File: src/rtl/axi4_lite_ram_arbiter_if.sv
// AXI4-Lite bus bundle (AW/W/B/AR/R) shared by the two requesters and the RAM slave port.
// The master modport is the side that issues requests; the slave modport answers them.
interface axi4_lite_ram_arbiter_if #(
  parameter int DATA_WIDTH = 32,
  parameter int ADDR_WIDTH = 10
);
  logic [ADDR_WIDTH-1:0] aw_addr;
  logic                  aw_valid;
  logic                  aw_ready;
  logic [DATA_WIDTH-1:0] w_data;
  logic                  w_valid;
  logic                  w_ready;
  logic [1:0]            b_resp;
  logic                  b_valid;
  logic                  b_ready;
  logic [ADDR_WIDTH-1:0] ar_addr;
  logic                  ar_valid;
  logic                  ar_ready;
  logic [DATA_WIDTH-1:0] r_data;
  logic [1:0]            r_resp;
  logic                  r_valid;
  logic                  r_ready;

  modport master (
    output aw_addr, aw_valid, w_data, w_valid, b_ready, ar_addr, ar_valid, r_ready,
    input  aw_ready, w_ready, b_resp, b_valid, ar_ready, r_data, r_resp, r_valid
  );

  modport slave (
    input  aw_addr, aw_valid, w_data, w_valid, b_ready, ar_addr, ar_valid, r_ready,
    output aw_ready, w_ready, b_resp, b_valid, ar_ready, r_data, r_resp, r_valid
  );
endinterface

File: src/rtl/axi4_lite_ram_arbiter.sv
// Round-robin arbiter sharing one AXI4-Lite RAM slave between two masters, one transaction
// at a time; write wins over read within a master, and channels route combinationally once granted.
module axi4_lite_ram_arbiter #(
  parameter int DATA_WIDTH = 32,
  parameter int ADDR_WIDTH = 10
) (
  input  logic                    clk,
  input  logic                    rst_n,
  axi4_lite_ram_arbiter_if.slave  m0,
  axi4_lite_ram_arbiter_if.slave  m1,
  axi4_lite_ram_arbiter_if.master s,
  output logic [1:0]              grant
);

  typedef enum logic [2:0] {
    IDLE     = 3'b001,
    GRANT_WR = 3'b010,
    GRANT_RD = 3'b100
  } state_t;

  state_t state;
  logic   owner;
  logic   last_owner;

  logic req0, req1, winner, winner_wr;

  logic [ADDR_WIDTH-1:0] sel_aw_addr, sel_ar_addr;
  logic [DATA_WIDTH-1:0] sel_w_data;
  logic                  sel_aw_valid, sel_w_valid, sel_b_ready, sel_ar_valid, sel_r_ready;

  // Tie goes to the master that did not finish the previous transaction.
  always_comb begin
    req0      = m0.aw_valid | m0.ar_valid;
    req1      = m1.aw_valid | m1.ar_valid;
    winner    = (req0 & req1) ? ~last_owner : req1;
    winner_wr = winner ? m1.aw_valid : m0.aw_valid;
  end

  assign sel_aw_addr  = owner ? m1.aw_addr  : m0.aw_addr;
  assign sel_aw_valid = owner ? m1.aw_valid : m0.aw_valid;
  assign sel_w_data   = owner ? m1.w_data   : m0.w_data;
  assign sel_w_valid  = owner ? m1.w_valid  : m0.w_valid;
  assign sel_b_ready  = owner ? m1.b_ready  : m0.b_ready;
  assign sel_ar_addr  = owner ? m1.ar_addr  : m0.ar_addr;
  assign sel_ar_valid = owner ? m1.ar_valid : m0.ar_valid;
  assign sel_r_ready  = owner ? m1.r_ready  : m0.r_ready;

  // NOTE: sequential state uses non-blocking assignments so every register samples pre-edge values.
  always_ff @(posedge clk) begin
    if (!rst_n) begin
      state      <= IDLE;
      owner      <= 1'b0;
      last_owner <= 1'b1;
      grant      <= 2'b00;
    end else begin
      case (state)
        IDLE: begin
          if (req0 | req1) begin
            owner <= winner;
            state <= winner_wr ? GRANT_WR : GRANT_RD;
            grant <= winner ? 2'b10 : 2'b01;
          end
        end
        GRANT_WR: begin
          if (s.b_valid & sel_b_ready) begin
            state      <= IDLE;
            grant      <= 2'b00;
            last_owner <= owner;
          end
        end
        GRANT_RD: begin
          if (s.r_valid & sel_r_ready) begin
            state      <= IDLE;
            grant      <= 2'b00;
            last_owner <= owner;
          end
        end
        default: begin
          state <= IDLE;
          grant <= 2'b00;
        end
      endcase
    end
  end

  always_comb begin
    // NOTE: every output gets a default first, so no path through the case can infer a latch.
    s.aw_addr   = '0;
    s.aw_valid  = 1'b0;
    s.w_data    = '0;
    s.w_valid   = 1'b0;
    s.b_ready   = 1'b0;
    s.ar_addr   = '0;
    s.ar_valid  = 1'b0;
    s.r_ready   = 1'b0;
    m0.aw_ready = 1'b0;
    m0.w_ready  = 1'b0;
    m0.b_resp   = '0;
    m0.b_valid  = 1'b0;
    m0.ar_ready = 1'b0;
    m0.r_data   = '0;
    m0.r_resp   = '0;
    m0.r_valid  = 1'b0;
    m1.aw_ready = 1'b0;
    m1.w_ready  = 1'b0;
    m1.b_resp   = '0;
    m1.b_valid  = 1'b0;
    m1.ar_ready = 1'b0;
    m1.r_data   = '0;
    m1.r_resp   = '0;
    m1.r_valid  = 1'b0;

    case (state)
      GRANT_WR: begin
        s.aw_addr  = sel_aw_addr;
        s.aw_valid = sel_aw_valid;
        s.w_data   = sel_w_data;
        s.w_valid  = sel_w_valid;
        s.b_ready  = sel_b_ready;
        if (owner) begin
          m1.aw_ready = s.aw_ready;
          m1.w_ready  = s.w_ready;
          m1.b_valid  = s.b_valid;
          m1.b_resp   = s.b_resp;
        end else begin
          m0.aw_ready = s.aw_ready;
          m0.w_ready  = s.w_ready;
          m0.b_valid  = s.b_valid;
          m0.b_resp   = s.b_resp;
        end
      end
      GRANT_RD: begin
        s.ar_addr  = sel_ar_addr;
        s.ar_valid = sel_ar_valid;
        s.r_ready  = sel_r_ready;
        if (owner) begin
          m1.ar_ready = s.ar_ready;
          m1.r_valid  = s.r_valid;
          m1.r_data   = s.r_data;
          m1.r_resp   = s.r_resp;
        end else begin
          m0.ar_ready = s.ar_ready;
          m0.r_valid  = s.r_valid;
          m0.r_data   = s.r_data;
          m0.r_resp   = s.r_resp;
        end
      end
      default: ;
    endcase
  end

endmodule

File: src/flat_wrapper.sv
// flat-port wrapper written by rule: the top's interface ports become plain ports
module axi4_lite_ram_arbiter_flat 
#(
  parameter int DATA_WIDTH = 32,
  parameter int ADDR_WIDTH = 10
)
  (clk, rst_n, grant, m0_aw_addr, m0_aw_valid, m0_w_data, m0_w_valid, m0_b_ready, m0_ar_addr, m0_ar_valid, m0_r_ready, m0_aw_ready, m0_w_ready, m0_b_resp, m0_b_valid, m0_ar_ready, m0_r_data, m0_r_resp, m0_r_valid, m1_aw_addr, m1_aw_valid, m1_w_data, m1_w_valid, m1_b_ready, m1_ar_addr, m1_ar_valid, m1_r_ready, m1_aw_ready, m1_w_ready, m1_b_resp, m1_b_valid, m1_ar_ready, m1_r_data, m1_r_resp, m1_r_valid, s_aw_addr, s_aw_valid, s_w_data, s_w_valid, s_b_ready, s_ar_addr, s_ar_valid, s_r_ready, s_aw_ready, s_w_ready, s_b_resp, s_b_valid, s_ar_ready, s_r_data, s_r_resp, s_r_valid);
  axi4_lite_ram_arbiter_if #(.DATA_WIDTH(DATA_WIDTH), .ADDR_WIDTH(ADDR_WIDTH)) m0_i ();
  axi4_lite_ram_arbiter_if #(.DATA_WIDTH(DATA_WIDTH), .ADDR_WIDTH(ADDR_WIDTH)) m1_i ();
  axi4_lite_ram_arbiter_if #(.DATA_WIDTH(DATA_WIDTH), .ADDR_WIDTH(ADDR_WIDTH)) s_i ();
  input  logic clk;
  input  logic rst_n;
  output logic [1:0] grant;
  input wire logic [$bits(m0_i.aw_addr)-1:0] m0_aw_addr;
  input wire logic [$bits(m0_i.aw_valid)-1:0] m0_aw_valid;
  input wire logic [$bits(m0_i.w_data)-1:0] m0_w_data;
  input wire logic [$bits(m0_i.w_valid)-1:0] m0_w_valid;
  input wire logic [$bits(m0_i.b_ready)-1:0] m0_b_ready;
  input wire logic [$bits(m0_i.ar_addr)-1:0] m0_ar_addr;
  input wire logic [$bits(m0_i.ar_valid)-1:0] m0_ar_valid;
  input wire logic [$bits(m0_i.r_ready)-1:0] m0_r_ready;
  output wire logic [$bits(m0_i.aw_ready)-1:0] m0_aw_ready;
  output wire logic [$bits(m0_i.w_ready)-1:0] m0_w_ready;
  output wire logic [$bits(m0_i.b_resp)-1:0] m0_b_resp;
  output wire logic [$bits(m0_i.b_valid)-1:0] m0_b_valid;
  output wire logic [$bits(m0_i.ar_ready)-1:0] m0_ar_ready;
  output wire logic [$bits(m0_i.r_data)-1:0] m0_r_data;
  output wire logic [$bits(m0_i.r_resp)-1:0] m0_r_resp;
  output wire logic [$bits(m0_i.r_valid)-1:0] m0_r_valid;
  input wire logic [$bits(m1_i.aw_addr)-1:0] m1_aw_addr;
  input wire logic [$bits(m1_i.aw_valid)-1:0] m1_aw_valid;
  input wire logic [$bits(m1_i.w_data)-1:0] m1_w_data;
  input wire logic [$bits(m1_i.w_valid)-1:0] m1_w_valid;
  input wire logic [$bits(m1_i.b_ready)-1:0] m1_b_ready;
  input wire logic [$bits(m1_i.ar_addr)-1:0] m1_ar_addr;
  input wire logic [$bits(m1_i.ar_valid)-1:0] m1_ar_valid;
  input wire logic [$bits(m1_i.r_ready)-1:0] m1_r_ready;
  output wire logic [$bits(m1_i.aw_ready)-1:0] m1_aw_ready;
  output wire logic [$bits(m1_i.w_ready)-1:0] m1_w_ready;
  output wire logic [$bits(m1_i.b_resp)-1:0] m1_b_resp;
  output wire logic [$bits(m1_i.b_valid)-1:0] m1_b_valid;
  output wire logic [$bits(m1_i.ar_ready)-1:0] m1_ar_ready;
  output wire logic [$bits(m1_i.r_data)-1:0] m1_r_data;
  output wire logic [$bits(m1_i.r_resp)-1:0] m1_r_resp;
  output wire logic [$bits(m1_i.r_valid)-1:0] m1_r_valid;
  output wire logic [$bits(s_i.aw_addr)-1:0] s_aw_addr;
  output wire logic [$bits(s_i.aw_valid)-1:0] s_aw_valid;
  output wire logic [$bits(s_i.w_data)-1:0] s_w_data;
  output wire logic [$bits(s_i.w_valid)-1:0] s_w_valid;
  output wire logic [$bits(s_i.b_ready)-1:0] s_b_ready;
  output wire logic [$bits(s_i.ar_addr)-1:0] s_ar_addr;
  output wire logic [$bits(s_i.ar_valid)-1:0] s_ar_valid;
  output wire logic [$bits(s_i.r_ready)-1:0] s_r_ready;
  input wire logic [$bits(s_i.aw_ready)-1:0] s_aw_ready;
  input wire logic [$bits(s_i.w_ready)-1:0] s_w_ready;
  input wire logic [$bits(s_i.b_resp)-1:0] s_b_resp;
  input wire logic [$bits(s_i.b_valid)-1:0] s_b_valid;
  input wire logic [$bits(s_i.ar_ready)-1:0] s_ar_ready;
  input wire logic [$bits(s_i.r_data)-1:0] s_r_data;
  input wire logic [$bits(s_i.r_resp)-1:0] s_r_resp;
  input wire logic [$bits(s_i.r_valid)-1:0] s_r_valid;
  assign m0_i.aw_addr = m0_aw_addr;
  assign m0_i.aw_valid = m0_aw_valid;
  assign m0_i.w_data = m0_w_data;
  assign m0_i.w_valid = m0_w_valid;
  assign m0_i.b_ready = m0_b_ready;
  assign m0_i.ar_addr = m0_ar_addr;
  assign m0_i.ar_valid = m0_ar_valid;
  assign m0_i.r_ready = m0_r_ready;
  assign m0_aw_ready = m0_i.aw_ready;
  assign m0_w_ready = m0_i.w_ready;
  assign m0_b_resp = m0_i.b_resp;
  assign m0_b_valid = m0_i.b_valid;
  assign m0_ar_ready = m0_i.ar_ready;
  assign m0_r_data = m0_i.r_data;
  assign m0_r_resp = m0_i.r_resp;
  assign m0_r_valid = m0_i.r_valid;
  assign m1_i.aw_addr = m1_aw_addr;
  assign m1_i.aw_valid = m1_aw_valid;
  assign m1_i.w_data = m1_w_data;
  assign m1_i.w_valid = m1_w_valid;
  assign m1_i.b_ready = m1_b_ready;
  assign m1_i.ar_addr = m1_ar_addr;
  assign m1_i.ar_valid = m1_ar_valid;
  assign m1_i.r_ready = m1_r_ready;
  assign m1_aw_ready = m1_i.aw_ready;
  assign m1_w_ready = m1_i.w_ready;
  assign m1_b_resp = m1_i.b_resp;
  assign m1_b_valid = m1_i.b_valid;
  assign m1_ar_ready = m1_i.ar_ready;
  assign m1_r_data = m1_i.r_data;
  assign m1_r_resp = m1_i.r_resp;
  assign m1_r_valid = m1_i.r_valid;
  assign s_aw_addr = s_i.aw_addr;
  assign s_aw_valid = s_i.aw_valid;
  assign s_w_data = s_i.w_data;
  assign s_w_valid = s_i.w_valid;
  assign s_b_ready = s_i.b_ready;
  assign s_ar_addr = s_i.ar_addr;
  assign s_ar_valid = s_i.ar_valid;
  assign s_r_ready = s_i.r_ready;
  assign s_i.aw_ready = s_aw_ready;
  assign s_i.w_ready = s_w_ready;
  assign s_i.b_resp = s_b_resp;
  assign s_i.b_valid = s_b_valid;
  assign s_i.ar_ready = s_ar_ready;
  assign s_i.r_data = s_r_data;
  assign s_i.r_resp = s_r_resp;
  assign s_i.r_valid = s_r_valid;
  axi4_lite_ram_arbiter #(.DATA_WIDTH(DATA_WIDTH), .ADDR_WIDTH(ADDR_WIDTH)) u_core (.clk(clk), .rst_n(rst_n), .m0(m0_i), .m1(m1_i), .s(s_i), .grant(grant));
endmodule
File: config.mk
export PLATFORM = sky130hd
export DESIGN_NAME = axi4_lite_ram_arbiter_flat
export DESIGN_NICKNAME = d
export VERILOG_FILES = /design/src/rtl/axi4_lite_ram_arbiter_if.sv /design/src/rtl/axi4_lite_ram_arbiter.sv /design/src/flat_wrapper.sv
export SDC_FILE = /design/constraint.sdc
export NUM_CORES = 1
export LEC_CHECK = 0
export ABC_CLOCK_PERIOD_IN_PS = 3350
export BUFFER_PORTS_ARGS = -buffer_cell sky130_fd_sc_hd__buf_2
export CELL_PAD_IN_SITES_DETAIL_PLACEMENT = 1
export CELL_PAD_IN_SITES_GLOBAL_PLACEMENT = 2
export CORE_ASPECT_RATIO = 0.7
export CORE_MARGIN = 8
export CORE_UTILIZATION = 11
export CTS_CLUSTER_SIZE = 40
export DETAILED_ROUTE_END_ITERATION = 7
export PLACE_DENSITY_LB_ADDON = 0.1
export SYNTH_ARGS = -nofsm -noshare
export SYNTH_HDL_FRONTEND = slang
export SYNTH_SLANG_ARGS = --single-unit
File: constraint.sdc
create_clock -name clk -period 3.35 [get_ports clk]
set_input_delay 0 -clock clk [delete_from_list [all_inputs] [get_ports clk]]
set_output_delay 0 -clock clk [all_outputs]
set_load 0.02 [all_outputs]
==> flow_summary.ini, run 1 <==
[clock_tree]
holdBufCountCts = 0
clk_pin_slew_ps = 40
cts_setup_buffers = 0
cts_tree = yes
htreeDepth = 1
clk_path_buf_depth = 2
cts_root_buffer = clkbuf_16
insertion_delay_ps = 230
cts.sinks = 7
numCtsBuffers = 3
cts_resized = 0

[placed_design]
port_buffers = 297
dp_hpwl_mm = 10.9
gp_congestion = 0.720

[setup_path]
r2r_cells = 4
start_kind = register
timing.rr.end = u_core.last_owner
endpoint_kind = output pin
crit_end = m0_r_data[7]
arrival_ps = 2090
cp.required_ps = 3350
r2r-start = u_core.state[2]
crit_start = u_core.state[2]
crit_fanout = 35
crit_type = register to output pin
r2r_slack_ps = 1480

[die]
die_w_um = 167
initial_core_util_pct = 11.3
rows = 38
die_y_um = 122
core_mm2 = 0.0155
die_area_mm2 = 0.0203
num_io_pins = 298

[routing]
post-route-drc-count = 0
first_pass_iters = 4
wirelength_mm = 12.6
drt_iter0_markers = 71
viasPerCell = 3.92
wl_per_cell_um = 16.9
antenna_left = 0
vias = 2933

[pwr]
power_density_mw_per_mm2 = 199
ir_drop_mv = 0.128
total_power_mw = 0.704
p_leak_nw = 2.09

[worst_hold_path]
hold_path_class = input port to register

[grt]
use_met2_pct = 23.1
grtUsageMet3_pct = 3.46
busiest_layer = met2
met1_usage_pct = 10.8
grt_pass1_vias = 3100
antenna_found_initial = 1
track_usage_pct = 11.1
overflow = 0
grt_pass1_wl_mm = 18.1
grt_max_degree = 49

[timing]
drv_slew = 0
post-route-period-util_pct = 62.4
finalSetupViolCount = 0
skew_ps = 2.55
fmax_mhz = 478
hold_viol = 0
tightest_slew_ps = 857
grt_setup_unrepaired = no
fin_crit_ps = 2090
slew_headroom_pct = 42.7
setup_tns_ps = 0

[synthesis]
synth_warnings = 0
ys_types = 28
ys_seq_elements = 7
synth-edff-count = 0
synth_nets = 417
synth-seq-area-share_pct = 7.97
syn_area_per_cell_um2 = 6.76
netlist_area_mm2 = 0.00176
syn-instance-count = 260
synthArstFlopShare_pct = 0
ys_dominant_reg_cell = dfxtp_1

[final_layout]
syn_to_final_growth_pct = 101
layout_common_cells = buf_2 (297), and2_1 (72), nor2_1 (58)
final_util_pct = 22.7
drive_gt1_share_pct = 56.8
nets = 704
mostFrequentLayoutCell = buf_2

[outcome]
outcome = finished, final reports clean

[run]
drv_cap = 0
area by class of cell:
| cell class | instances | area, um2 |
|---|---|---|
| diodes | 2 | 5.00 |
| clock buffers | 4 | 78.8 |
| fillers | 1988 | 12000 |
| inverters | 3 | 11.3 |
| multi-input cells | 230 | 1520 |
| flip-flops and latches | 7 | 144 |
| well taps | 200 | 250 |
| repair buffers | 302 | 1520 |
worst min-delay path by stage:
| stage | from | to | cells past startpoint | slack (ps) |
|---|---|---|---|---|
| 3_5_place_dp | rst_n | u_core.state[0] | 2 | 250 |
| 2_1_floorplan | rst_n | u_core.state[0] | 1 | 70 |
| 5_1_grt | rst_n | u_core.state[0] | 2 | 30 |
| 4_1_cts | rst_n | u_core.state[0] | 2 | 10 |
| 3_3_place_gp | rst_n | u_core.state[0] | 2 | 260 |
| 6_report | rst_n | u_core.state[0] | 2 | 20 |
sequential cells by signal (all words and copies together) (netlist names):
name               flops
u_core.last_owner      1
u_core.owner           1
u_core.state           3
u_core.grant           2
critical path, stage by stage (launching register included):
cell,delay [ps]
dfxtp_1,350
or3b_1,680
nor2_2,170
buf_4,300
and2_1,170
buf_2,170
cells by family after synthesis:
logic type	Yosys count	synth area share, %
compound gates	17	6.83
buf+inv	23	5.41
flops	7	7.97
mux	57	32.5
simple gates	156	47.3
synthesized netlist by cell type (2+ instances only):
cell type | n | share of area (%)
and2_1 | 72 | 26
clkbuf_1 | 10 | 2.1
o21ai_0 | 3 | 0.85
nor3b_1 | 3 | 1.3
nor3_1 | 4 | 1.1
or3b_1 | 2 | 1.0
inv_1 | 3 | 0.64
buf_2 | 4 | 1.1
and3_1 | 8 | 2.8
nor2_1 | 58 | 12
o21a_1 | 4 | 1.7
dfxtp_1 | 7 | 8.0
o31ai_1 | 4 | 1.7
nor2_2 | 2 | 0.71
o211ai_1 | 2 | 0.85
nand2_1 | 2 | 0.43
mux2i_1 | 57 | 32
buf_1 | 5 | 1.1
report_power, final:
part,total (mW),leakage [nW],internal [mW],switching (mW)
Combinational,0.388,1.99,0.181,0.207
Clock,0.200,0.0382,0.158,0.0416
Sequential,0.116,0.0583,0.0957,0.0203
Total,0.704,2.09,0.435,0.269
metal layers:
metal  share of wire [%]  routed length, um
met1                  35               4470
met2                  56               7120
met3                 7.4                931
met4                0.72                 91
met5                   0                  0
per-stage QoR:
step | hold slack [ps] | area [um2] | worst slack, ps | cells
2_1_floorplan | 71.1 | 1760 | 1880 | 260
3_3_place_gp | 261 | 3450 | 1480 | 742
3_5_place_dp | 248 | 3450 | 1430 | 742
4_1_cts | 13.1 | 3530 | 1180 | 746
5_1_grt | 30.9 | 3530 | 1060 | 747
6_report | 20.1 | 3540 | 1260 | 748
No activity file was read; power rests on OpenSTA's default activity.
==> run 2, diff against run 1 <==
--- a/config.mk
+++ b/config.mk
@@ -5,13 +5,13 @@
 export SDC_FILE = /design/constraint.sdc
 export NUM_CORES = 1
 export LEC_CHECK = 0
-export ABC_CLOCK_PERIOD_IN_PS = 3350
+export ABC_CLOCK_PERIOD_IN_PS = 1700
 export BUFFER_PORTS_ARGS = -buffer_cell sky130_fd_sc_hd__buf_2
 export CELL_PAD_IN_SITES_DETAIL_PLACEMENT = 1
 export CELL_PAD_IN_SITES_GLOBAL_PLACEMENT = 2
 export CORE_ASPECT_RATIO = 0.7
 export CORE_MARGIN = 8
-export CORE_UTILIZATION = 11
+export CORE_UTILIZATION = 10
 export CTS_CLUSTER_SIZE = 40
 export DETAILED_ROUTE_END_ITERATION = 7
 export PLACE_DENSITY_LB_ADDON = 0.1
==> constraint.sdc (replaced) <==
create_clock -name clk -period 1.7 [get_ports clk]
set_input_delay 0 -clock clk [delete_from_list [all_inputs] [get_ports clk]]
set_output_delay 0 -clock clk [all_outputs]
set_load 0.02 [all_outputs]
==> flow_summary.ini, run 2 (synthesis results as in run 1) <==
[timing]
fin_ws_ps = 17.3
setup_tns_ps = 0
slew_headroom_pct = 74.6
post-route-period-util_pct = 99.0
hold_viol = 0
fin_crit_ps = 1680
drv_slew = 0
fmax_mhz = 594
finalSetupViolCount = 0
grt_setup_unrepaired = yes
skew_ps = 1.23
tightest_slew_ps = 378

[placed_design]
gp_congestion = 0.742
dp_hpwl_mm = 11.3
port_buffers = 297
dp_cells = 777
dp_slack_ps = 137

[grt]
grt_max_degree = 48
grt_pass1_vias = 3225
track_usage_pct = 10.8
overflow = 0
grt_pass1_wl_mm = 19.3
antenna_found_initial = 0

[final_layout]
mostFrequentLayoutCell = buf_2
antenna_cells = 0
largest_register_ffs = 3
syn_to_final_growth_pct = 136
nets = 712
regArea_um2 = 145
final_util_pct = 24.2
layout_common_cells = buf_2 (219), and2_1 (63), mux2i_1 (57), nor2_1 (57), buf_6 (51)
multi_input_area_mm2 = 0.00157
largest-register = u_core.state
reg_top3 = u_core.state x3, u_core.grant x2
fillers = 2131
final_cells = 785
drive_gt1_share_pct = 60.3

[die]
die_area_mm2 = 0.0221
num_io_pins = 298
core_mm2 = 0.0172
rows = 40
initial_core_util_pct = 10.2
die_w_um = 174
die_y_um = 127

[routing]
vias = 2955
first_pass_iters = 4
antenna_left = 0
wirelength_mm = 13.7
wl_per_cell_um = 17.4
viasPerCell = 3.76
drt_iter0_markers = 70
post-route-drc-count = 0

[setup_path]
crit_type = register to output pin
crit_path_cell_trace = or3b_4 > nor2_4 > clkbuf_16 > and2_1 > buf_6
endpoint_kind = output pin
cpLargestDelayFamily = simple AND/OR/NAND/NOR gates
crit_buf_inv = 2
arrival_ps = 1680
cpPeakStageDelay_ps = 450
start_kind = register
cp.required_ps = 1700
crit_fanout = 9
worst_path_max_delay_cell = or3b_4

[clock_tree]
clk_path_buf_depth = 2
cts_tree = yes
htreeDepth = 1
cts_root_buffer = clkbuf_16
cts.sinks = 7
clk_pin_slew_ps = 40
insertion_delay_ps = 230
holdBufCountCts = 0
numCtsBuffers = 3

[pwr]
power_density_mw_per_mm2 = 359
p_leak_nw = 2.20
ir_drop_mv = 0.269
total_power_mw = 1.49

[worst_hold_path]
hold_path_class = input port to register

[run]
drv_cap = 0

[outcome]
outcome = finished, final reports clean
run 2: cell types whose count changed in the layout (fill, tap and decap cells not counted), moves of 2 or more:
| cell | change |
|---|---|
| and2_1 | -9 |
| and2_4 | +9 |
| buf_12 | +4 |
| buf_2 | -78 |
| buf_4 | +28 |
| buf_6 | +51 |
| clkbuf_16 | +2 |
| diode_2 | -2 |
| nor2_4 | +2 |
| nor3_1 | -2 |
| nor3_2 | +2 |
| or3b_1 | -2 |
run 2: path summary, 6_finish.rpt:
kind                       endpoint  slack, ps  cells after the start            start
setup / recovery      m1_r_data[23]         20                      5  u_core.state[0]
hold / removal      u_core.state[0]         10                      2            rst_n
setup reg to reg  u_core.last_owner        100                      5  u_core.state[0]
hold reg to reg     u_core.grant[1]        490                      2  u_core.grant[1]
run 2: stage by stage:
stage	hold WS (ps)	instance area, um2
finish	13.9	4150
detailed placement	247	3560
global placement	268	3560
floorplan	71.1	1760
CTS	9.63	3660
global route	21.6	4150
run 2: final cells by class:
type	instances	area share (%)
Clock buffer	4	1.90
Inverter	3	0.271
Multi-Input combinational cell	230	37.9
Sequential cell	7	3.50
Tap cell	231	6.96
Timing Repair Buffer	310	49.5
run 2: where the power goes:
group	switching (mW)	internal [mW]	total, mW
clock network	0.0881	0.312	0.400
registers	0.0259	0.189	0.215
logic	0.446	0.428	0.874
total	0.560	0.929	1.49
run 2: worst register-to-register path: cells and delay by family (launching register included):
family / cells / cell delay (ps)
and+or+nand+nor: 3 / 890
DFF: 1 / 320
buffers and inverters: 1 / 160
AOI/OAI and AO/OA: 1 / 150
run 2: timing repair:
action,4_1_cts,5_1_grt
cloned,0,3
resized for setup,7,142
setup buffers,0,1
endpoints found under the setup margin,117,85
run 2: per-layer routing:
layer / up-vias / wire length [um] / global-route usage, %
met4: 0 / 137 / 1.30
met5: - / 0 / 0
li1: 1457 / - / -
met3: 10 / 1010 / 3.44
met2: 134 / 7420 / 21.5
met1: 1354 / 5120 / 11.2
